==> src/rtl/beep_sched.sv <==
// -----------------------------------------------------------------------------
// beep_sched
//   Shares one PWM buzzer between NUM_REQ tone requesters using fixed priority
//   (index 0 highest). A granted request has its period and duration latched,
//   then plays a square wave for dur*(TICK_MAX+1) clock cycles. A silent gap of
//   GAP_TICK ticks follows before the scheduler arbitrates again.
//
//   Optional feature (compile-time macro BEEP_PREEMPT_EN):
//     defined   - a higher-priority request aborts the tone being played
//                 (done + abort pulse, gap skipped).
//     undefined - no preemption; abort is tied low.
//
// Ports
//   clk     in   system clock
//   rst_n   in   asynchronous active-low reset
//   req     in   [NUM_REQ]        level requests, held until ack
//   period  in   [NUM_REQ*PER_W]  tone period per requester (slice i)
//   dur     in   [NUM_REQ*DUR_W]  tone duration per requester, in ticks
//   ack     out  [NUM_REQ]        1-cycle pulse: request accepted, inputs latched
//   done    out  [NUM_REQ]        1-cycle pulse: request finished or aborted
//   abort   out                   pulses with done when the tone was preempted
//   busy    out                   high whenever the scheduler is not idle
//   gnt_id  out  [ID_W]           index of the current/last granted requester
//   beep    out                   registered PWM drive to the buzzer
// -----------------------------------------------------------------------------
module beep_sched #(
   parameter int NUM_REQ  = 4,
   parameter int PER_W    = 16,
   parameter int DUR_W    = 8,
   parameter int TICK_MAX = 499_999,
   parameter int GAP_TICK = 2,
   localparam int ID_W    = (NUM_REQ > 1) ? $clog2(NUM_REQ) : 1
) (
   input  logic                     clk,
   input  logic                     rst_n,
   input  logic [NUM_REQ-1:0]       req,
   input  logic [NUM_REQ*PER_W-1:0] period,
   input  logic [NUM_REQ*DUR_W-1:0] dur,
   output logic [NUM_REQ-1:0]       ack,
   output logic [NUM_REQ-1:0]       done,
   output logic                     abort,
   output logic                     busy,
   output logic [ID_W-1:0]          gnt_id,
   output logic                     beep
);

   localparam int TICK_W = (TICK_MAX > 0) ? $clog2(TICK_MAX + 1) : 1;
   localparam int GAP_W  = (GAP_TICK > 0) ? $clog2(GAP_TICK + 1) : 1;
   localparam logic [TICK_W-1:0] TICK_LAST = TICK_W'(TICK_MAX);
   localparam logic [GAP_W-1:0]  GAP_INIT  = GAP_W'(GAP_TICK);

   typedef enum logic [1:0] {
      IDLE = 2'd0,
      PLAY = 2'd1,
      GAP  = 2'd2
   } state_t;

   state_t              state_reg, state_next;
   logic [PER_W-1:0]    per_reg, per_next;
   logic [DUR_W-1:0]    dur_reg, dur_next;
   logic [TICK_W-1:0]   tick_reg, tick_next;
   logic [PER_W-1:0]    freq_reg, freq_next;
   logic [GAP_W-1:0]    gap_reg, gap_next;
   logic [ID_W-1:0]     gnt_reg, gnt_next;
   logic [NUM_REQ-1:0]  ack_reg, ack_next;
   logic [NUM_REQ-1:0]  done_reg, done_next;
   logic                beep_reg, beep_next;

   logic [PER_W-1:0]    per_arr [NUM_REQ];
   logic [DUR_W-1:0]    dur_arr [NUM_REQ];
   logic [ID_W-1:0]     win_id;
   logic                tick_wrap;
   logic                play_last;

   genvar gi;
   generate
      for (gi = 0; gi < NUM_REQ; gi++) begin : g_unpack
         assign per_arr[gi] = period[gi*PER_W +: PER_W];
         assign dur_arr[gi] = dur[gi*DUR_W +: DUR_W];
      end
   endgenerate

   // Lowest set bit wins: scanning downwards lets the lowest index overwrite.
   always_comb begin
      win_id = '0;
      for (int i = NUM_REQ - 1; i >= 0; i--) begin
         if (req[i]) begin
            win_id = ID_W'(i);
         end
      end
   end

   assign tick_wrap = (tick_reg == TICK_LAST);
   // dur=0 ends right after the ack; otherwise the final tick wrap ends it.
   assign play_last = (dur_reg == '0) || ((dur_reg == DUR_W'(1)) && tick_wrap);

`ifdef BEEP_PREEMPT_EN
   logic preempt;
   logic abort_reg, abort_next;

   always_comb begin
      preempt = 1'b0;
      for (int i = 0; i < NUM_REQ; i++) begin
         if (req[i] && (ID_W'(i) < gnt_reg)) begin
            preempt = 1'b1;
         end
      end
   end

   always_ff @(posedge clk or negedge rst_n) begin
      if (!rst_n) begin
         abort_reg <= 1'b0;
      end else begin
         abort_reg <= abort_next;
      end
   end

   assign abort = abort_reg;
`else
   assign abort = 1'b0;
`endif

   always_comb begin
      state_next = state_reg;
      per_next   = per_reg;
      dur_next   = dur_reg;
      tick_next  = tick_reg;
      freq_next  = freq_reg;
      gap_next   = gap_reg;
      gnt_next   = gnt_reg;
      ack_next   = '0;
      done_next  = '0;
      beep_next  = 1'b0;
`ifdef BEEP_PREEMPT_EN
      abort_next = 1'b0;
`endif
      case (state_reg)
         IDLE: begin
            tick_next = '0;
            freq_next = '0;
            if (req != '0) begin
               state_next       = PLAY;
               gnt_next         = win_id;
               ack_next[win_id] = 1'b1;
               per_next         = per_arr[win_id];
               dur_next         = dur_arr[win_id];
            end
         end
         PLAY: begin
            if (play_last) begin
               // A tone on its final cycle always completes normally.
               done_next[gnt_reg] = 1'b1;
               tick_next          = '0;
               gap_next           = GAP_INIT;
               state_next         = (GAP_TICK == 0) ? IDLE : GAP;
            end
`ifdef BEEP_PREEMPT_EN
            else if (preempt) begin
               done_next[gnt_reg] = 1'b1;
               abort_next         = 1'b1;
               tick_next          = '0;
               state_next         = IDLE;
            end
`endif
            else begin
               tick_next = tick_wrap ? '0 : tick_reg + 1'b1;
               if (tick_wrap) begin
                  dur_next = dur_reg - 1'b1;
               end
               freq_next = (freq_reg == per_reg) ? '0 : freq_reg + 1'b1;
               // Period 0 is a rest; otherwise high for the upper part of the count.
               beep_next = (per_reg != '0) && (freq_reg >= (per_reg >> 1));
            end
         end
         GAP: begin
            if (tick_wrap && (gap_reg == GAP_W'(1))) begin
               state_next = IDLE;
               tick_next  = '0;
            end else begin
               tick_next = tick_wrap ? '0 : tick_reg + 1'b1;
               if (tick_wrap) begin
                  gap_next = gap_reg - 1'b1;
               end
            end
         end
         default: begin
            state_next = IDLE;
         end
      endcase
   end

   always_ff @(posedge clk or negedge rst_n) begin
      if (!rst_n) begin
         state_reg <= IDLE;
         per_reg   <= '0;
         dur_reg   <= '0;
         tick_reg  <= '0;
         freq_reg  <= '0;
         gap_reg   <= '0;
         gnt_reg   <= '0;
         ack_reg   <= '0;
         done_reg  <= '0;
         beep_reg  <= 1'b0;
      end else begin
         state_reg <= state_next;
         per_reg   <= per_next;
         dur_reg   <= dur_next;
         tick_reg  <= tick_next;
         freq_reg  <= freq_next;
         gap_reg   <= gap_next;
         gnt_reg   <= gnt_next;
         ack_reg   <= ack_next;
         done_reg  <= done_next;
         beep_reg  <= beep_next;
      end
   end

   assign ack    = ack_reg;
   assign done   = done_reg;
   assign beep   = beep_reg;
   assign gnt_id = gnt_reg;
   assign busy   = (state_reg != IDLE);

endmodule

==> config.mk <==
export PLATFORM = sky130hd
export DESIGN_NAME = beep_sched
export DESIGN_NICKNAME = d
export VERILOG_FILES = /design/src/rtl/beep_sched.sv
export SDC_FILE = /design/constraint.sdc
export NUM_CORES = 1
export LEC_CHECK = 0
export BUFFER_PORTS_ARGS = -buffer_cell sky130_fd_sc_hd__clkbuf_2
export CAP_MARGIN = 20
export CORE_MARGIN = 3
export CORE_UTILIZATION = 30
export CTS_BUF_LIST = sky130_fd_sc_hd__clkbuf_4 sky130_fd_sc_hd__clkbuf_8
export CTS_CLUSTER_SIZE = 8
export DETAILED_ROUTE_END_ITERATION = 7
export PLACE_DENSITY = 0.54
export SYNTH_ARGS = -nofsm -noshare
export SYNTH_HDL_FRONTEND = slang
export SYNTH_SLANG_ARGS = --single-unit
==> constraint.sdc <==
create_clock -name clk -period 2 [get_ports clk]
set_input_delay 0.6 -clock clk [delete_from_list [all_inputs] [get_ports clk]]
set_output_delay 0.6 -clock clk [all_outputs]
set_load 0.1 [all_outputs]
Yosys cells after proc, flatten, opt, wreduce, memory -nomap -nowiden
Cells that the tools add are included.
{"block": "classes", "n_eq_ne": 13, "muxes": 38, "bitwise": 1, "order_cmp": 6, "add_sub_neg": 4, "n_reduce_logical": 19}
{"op": "16-bit 2-to-1 mux", "count": 4}
{"op": "19-bit 2-to-1 mux", "count": 3}
{"op": "19-bit one-hot mux with 3 select lines", "count": 1}
{"op": "8-bit 2-to-1 mux", "count": 5}
{"op": "16-bit binary-select mux with 2-bit select", "count": 1}
{"op": "16-bit one-hot mux with 2 select lines", "count": 1}
{"op": "19-bit by 1-bit adder with 19-bit output (second input constant)", "count": 1}
{"op": "19-bit equality test (second input constant)", "count": 1}
{"op": "2-bit 2-to-1 mux", "count": 9}
{"op": "16-bit by 1-bit adder with 16-bit output (second input constant)", "count": 1}
{"op": "8-bit binary-select mux with 2-bit select", "count": 1}
{"op": "16-bit equality test", "count": 1}
{"op": "16-bit by 15-bit >= comparator with 1-bit output", "count": 1}
{"op": "4-bit 2-to-1 mux", "count": 4}
{"op": "8-bit one-hot mux with 2 select lines", "count": 1}
{"op": "16-bit nonzero test", "count": 1}
{"op": "2-bit inequality test (second input constant)", "count": 7}
{"op": "8-bit by 1-bit equality test with 1-bit output (second input constant)", "count": 1}
{"op": "8-bit zero test", "count": 1}
{"op": "4-bit AND reduction", "count": 2}
{"op": "8-bit by 1-bit subtractor with 8-bit output (second input constant)", "count": 1}
{"op": "2-bit by 3-bit < comparator with 1-bit output (second input constant)", "count": 2}
{"op": "2-bit one-hot mux with 3 select lines", "count": 1}
{"op": "2-bit nonzero test", "count": 3}
{"op": "other kinds (16)", "count": 27}
{"block": "totals", "in_bits": 102, "register_bits": 74, "out_inout_bits": 13, "wordCells": 91}

Logic depth before layout (Yosys ltp)
{"block": "depth", "ltp_word": 10, "ltp_mapped": 9, "ltp_nobuf": 7}

Least setup slack after synthesis
Ideal clock, no wire load.
{"block": "synth_timing", "path_type": "input to register", "start": "in req[0]", "end": "reg per_reg[0]", "path_slack_ps": -331, "required_ps": 1875, "n_path_buf": 2, "arrival_time_ps": 2207, "setup_time_ps": 125, "stages": 5, "path_cell_list": "clkbuf_1 > nor3_1 > buf_2 > mux4_2 > mux2_2"}
{"block": "synth_between", "elab_chain_cells": 5, "word_cells_on_any_way": 7, "cone_classes": "mux: 4; bitwise: 1; reduce/logical: 2"}
{"item": "start: declaration", "line_no": "36", "text": "input logic [NUM_REQ-1:0] req,"}
{"item": "2-bit 2-to-1 mux", "line_no": "87", "text": "if (req[i]) begin"}
{"item": "2-bit inverter with 3-bit output (not written as such)", "line_no": "145", "text": "per_next = per_arr[win_id];"}
{"item": "16-bit binary-select mux with 2-bit select", "line_no": "145"}
{"item": "16-bit 2-to-1 mux (not written as such) (2 in series)", "line_no": "145"}
{"item": "end signal: assignment", "line_no": "206", "text": "per_reg <= per_next;"}
{"item": "end: declaration", "line_no": "59", "text": "logic [PER_W-1:0] per_reg, per_next;"}
Several ways; a longest one is shown, not always the timed one. The select of a mux whose other input is x is not followed.
A chain may end at the register's enable or synchronous reset.

Worst setup path in the final report
{"block": "layout_timing", "start": "reg dur_reg[4]", "end": "reg state_reg[0]"}
{"block": "layout_between", "elab_chain_cells": 5, "word_cells_on_any_way": 6, "cone_classes": "eq/ne: 2; reduce/logical: 4"}
{"item": "start: declaration", "line_no": "60", "text": "logic [DUR_W-1:0] dur_reg, dur_next;"}
{"item": "start signal: assignment", "line_no": "207", "text": "dur_reg <= dur_next;"}
{"item": "8-bit by 1-bit equality test with 1-bit output", "line_no": "95", "text": "assign play_last = (dur_reg == '0) || ((dur_reg == DUR_W'(1)) && tick_wrap);"}
{"item": "1-bit logical AND", "line_no": "95"}
{"item": "1-bit logical OR *", "line_no": "95"}
{"item": "2-bit inequality test (no line) *"}
{"item": "3-bit AND reduction (no line) *"}
{"item": "end signal: assignment", "line_no": "205", "text": "state_reg <= state_next;"}
{"item": "end: declaration", "line_no": "58", "text": "state_t state_reg, state_next;"}
Every way passes the cells marked *; elsewhere a longest branch is shown, timed or not.

==> metrics <==
launch point of the worst path=dur_reg[4]; post-cts hold buffer count=0; total wire length after detailed routing=approximately 17000 um; Slew @ Worst Pin=about 560 ps; worst flop-to-flop path endpoint=state_reg[0]; share of post-route cells with drive strength above 1=approximately half; final antenna diode count=0; time the final worst path needs with I/O delays and setup=about 2000 ps; failing checks=setup timing; cell types occupying the most area after synthesis=sky130_fd_sc_hd__dfrtp_1 (35%), sky130_fd_sc_hd__mux4_2 (6.9%), sky130_fd_sc_hd__ha_1 (5.7%), sky130_fd_sc_hd__mux2_2 (4.7%), sky130_fd_sc_hd__a31oi_1 (3.4%); number of nets still failing antenna checks after routing=0; clock skew after layout=about 9.5 ps; number of optimization iterations in the first detailed-route pass=5; initial standard-cell utilization of the core=a little under a third; routed wire length per instance=~17 um; final weighted congestion in routability-driven placement=between 0.8 and 0.9; flop and latch count out of synthesis=74; data required time of the critical path=about 2200 ps; Layout Area Growth over Synthesis=50.37%; Crit. End Element=flop; count of final max-slew check failures=0; simple logic cell fraction of the synthesized area=about a fifth; mux cell area share after synthesis=approximately an eighth; final core utilization=46.73%; quantity of I/O buffers inserted on ports=~110; worst setup path end=state_reg[0]; number of stages on the worst setup path=7; Die Outline Area=19040 sq um; power density over cell area=1171 nW/um^2; portion of the post-synthesis area used by sequential elements=a little over a third; count of filler cells inserted in the layout=1608; setup repair after global routing missed its margin=true; worst supply voltage drop on vdd=0.8008 mV; number of violations reported at the end of detailed-routing iteration 0=roughly 350; async set-reset flop share out of synthesis=100.0%; mean post-synth cell area=9.451 sq um; core box area=around 17000 sq um; num rows=47; total area of multi-input combinational cells=~3700 sq um; arrival time worst endpoint=roughly 2300 ps; Die Height=138.0 um; post-detailed-route via-to-cell ratio=~5.3; die width=between 100 and 150 um; number of flip-flops under the largest register name=19; Num CTS Buffers=9; crit share post-route=100.2%; Setup Total Neg Slack=-4.472 ps; Adder-Cell Fraction of Synth Area=between 5 and 6%; vias in the first global route=5258; register area=~1900 sq um; net count of the finished layout=approximately 900; minimum setup slack in the final design=-4.472 ps; list of cells traversed by the critical path=or4_4, o31ai_4, buf_6, buf_6, a41oi_2, o31ai_2, o31ai_1; dpl hpwl=~12000 um; count of endpoints failing hold in the final timing report=0; top cell family by delay on the critical path=compound AO/OA/AOI/OAI gates; worst reg2reg setup slack=-4 ps; delay of the slowest cell on the worst path=just under 600 ps; EDFF count, synth=0; htree depth=3; Clock Sinks=74; status=finished, violations left; startpoint kind of the worst setup timing path=flop; vias after detailed routing=between 5000 and 6000; clock tree from TritonCTS=yes; total congestion overflow after global routing=0; leakage power figure=between 3 and 4 nW; share of the synthesized area in compound gates (AO/OA/AOI/OAI)=a little under a fifth; FF-to-FF path depth=7; number of buffers and inverters on the critical path=2; post-synthesis instance total=553; area share of the largest cell type after synthesis=a little over a third; All-Layer GR Usage=around 17%; cell area after technology mapping=around 5200 sq um; clock root buffer=sky130_fd_sc_hd__clkbuf_8; wire length of the first global-routing pass=~26000 um; most frequent cell on the critical path=sky130_fd_sc_hd__buf_6; Max transition margin=between 60 and 70%; crit-path max FO=6; dominant combinational cell family by area after synthesis=simple AND/OR/NAND/NOR gates; DRC violation count after routing=0; setup violators final=1; number of antenna violations at the first check in global routing=0; top achievable clock speed=498.9 MHz; largest net degree at the start of global routing=75; kind of critical path=flop to flop; post-layout total power=a little over 9 mW; worst hold margin=roughly 250 ps; cell taking the most area after synthesis=sky130_fd_sc_hd__dfrtp_1; Synth cell types=61; total instance count after detailed placement=a little under 1000; worst r2r src=dur_reg[4]; Maximum Capacitance Violations=0; Hold/Removal Path Class=input pin to asynchronous set/reset pin; later-pin clock latency in the skew report=~370 ps; deepest clock path buffer count=2; Worst path slowest cell=sky130_fd_sc_hd__or4_4; instance area after placement=just under 7000 sq um; count of yosys warnings during synthesis=0; syn_nets=between 600 and 700; Top FF cell, synth=sky130_fd_sc_hd__dfrtp_1; non-filler cells in the finished layout=about 1000; Setup WS pre-CTS=-258.8 ps; post-synthesis share of cell area spent on xor and xnor gates=under 10%; clock-pin slew of the registers on the worst-case setup and hold paths=70 ps; Finished Cell Area=7859 sq um; IO Pins=115
## how the worst min path moves through the flow
stage                startpoint           to  slack, ps
finish                    rst_n  freq_reg[3]        250
global route              rst_n  freq_reg[6]        280
CTS                       rst_n   per_reg[5]        270
detailed placement    gnt_id[1]      done[0]        510
global placement    tick_reg[1]  tick_reg[1]        500
floorplan                 rst_n       ack[0]        300
## cells in the mapped netlist (15+ instances only)
| library cell | n |
|---|---|
| sky130_fd_sc_hd__dfrtp_1 | 74 |
| sky130_fd_sc_hd__inv_1 | 37 |
| sky130_fd_sc_hd__nor2_1 | 36 |
| sky130_fd_sc_hd__nand3_1 | 32 |
| sky130_fd_sc_hd__nand2_1 | 31 |
| sky130_fd_sc_hd__a31oi_1 | 28 |
| sky130_fd_sc_hd__ha_1 | 24 |
| sky130_fd_sc_hd__mux2_2 | 22 |
| sky130_fd_sc_hd__o21ai_0 | 22 |
| sky130_fd_sc_hd__a21oi_1 | 18 |
| sky130_fd_sc_hd__nor4_1 | 17 |
| sky130_fd_sc_hd__mux4_2 | 16 |
| sky130_fd_sc_hd__nand4_1 | 16 |
| sky130_fd_sc_hd__xor2_1 | 16 |
| sky130_fd_sc_hd__clkbuf_1 | 15 |
## cell usage in the layout, fill, tap and decap left out, types with 5 or more instances in the layout
master and instances:
sky130_fd_sc_hd__mux2i_1 6, sky130_fd_sc_hd__clkbuf_8 12, sky130_fd_sc_hd__a21oi_1 14, sky130_fd_sc_hd__nor4_2 6
sky130_fd_sc_hd__ha_1 19, sky130_fd_sc_hd__inv_1 34, sky130_fd_sc_hd__buf_6 9, sky130_fd_sc_hd__o21ai_0 15
sky130_fd_sc_hd__a22o_1 11, sky130_fd_sc_hd__and3_1 7, sky130_fd_sc_hd__a31oi_4 16, sky130_fd_sc_hd__nand2_1 27
sky130_fd_sc_hd__a211oi_1 5, sky130_fd_sc_hd__mux4_2 16, sky130_fd_sc_hd__a31oi_1 9, sky130_fd_sc_hd__buf_4 104
sky130_fd_sc_hd__o22ai_1 5, sky130_fd_sc_hd__nand3_1 31, sky130_fd_sc_hd__clkbuf_2 111, sky130_fd_sc_hd__buf_12 8
sky130_fd_sc_hd__nand3b_1 6, sky130_fd_sc_hd__nor4_1 11, sky130_fd_sc_hd__dfrtp_1 70, sky130_fd_sc_hd__nand2b_1 5
sky130_fd_sc_hd__nand4_1 16, sky130_fd_sc_hd__nor3_1 6, sky130_fd_sc_hd__o211ai_1 8, sky130_fd_sc_hd__mux2_2 22
sky130_fd_sc_hd__o31a_1 5, sky130_fd_sc_hd__nor2_1 34, sky130_fd_sc_hd__xor2_1 15, sky130_fd_sc_hd__a21o_1 5
## worst register-to-register path, delay by kind of cell (launching register included)
kind / cells / cell delay (ps)
AO/OA/AOI/OAI: 4 / 610
flip-flops: 1 / 380
AND/OR/NAND/NOR: 1 / 590
buffers and inverters: 2 / 300
## timing repair
action / in CTS / in global routing
setup buffers: 7 / 7
pin swaps: 18 / 28
endpoints found under the hold margin: 0 / 0
setup endpoints to repair: 43 / 47
cloned: 0 / 4
resized for setup: 24 / 93
## layout make-up
cell class	count	area share, %
multi-input combinational	413	47.09
sequential	74	23.63
timing repair buffer	237	21.29
tap	220	3.503
clock buffer	13	2.197
inverter	38	1.847
clock inverter	2	0.4458
## routing by layer
layer / GRT usage (%) / routed length (um) / share of wire, % / up-vias
li1: - / - / - / 2541
met5: 0 / 0 / 0 / -
met4: 4.830 / 258 / 1.5 / 0
met2: 29.93 / 8538 / 51 / 148
met3: 3.520 / 764 / 4.6 / 19
met1: 21.27 / 7126 / 43 / 2625
## power by group
part | total (mW) | switching (mW) | internal, mW
clock network | 1.25 | 0.567 | 0.684
logic | 5.71 | 3.03 | 2.69
registers | 2.24 | 0.379 | 1.86
## kinds of logic (layout without fill, tap and decap cells)
family | after synthesis | after routing
adder cells (fa/ha/maj) | 24 | 24
buffers and inverters | 67 | 290
multiplexers | 44 | 44
flip-flops | 74 | 74
other | 1 | 1
AND/OR/NAND/NOR | 190 | 190
AO/OA/AOI/OAI | 137 | 138
XOR/XNOR | 16 | 16
Power figures use the tool's default switching activity.
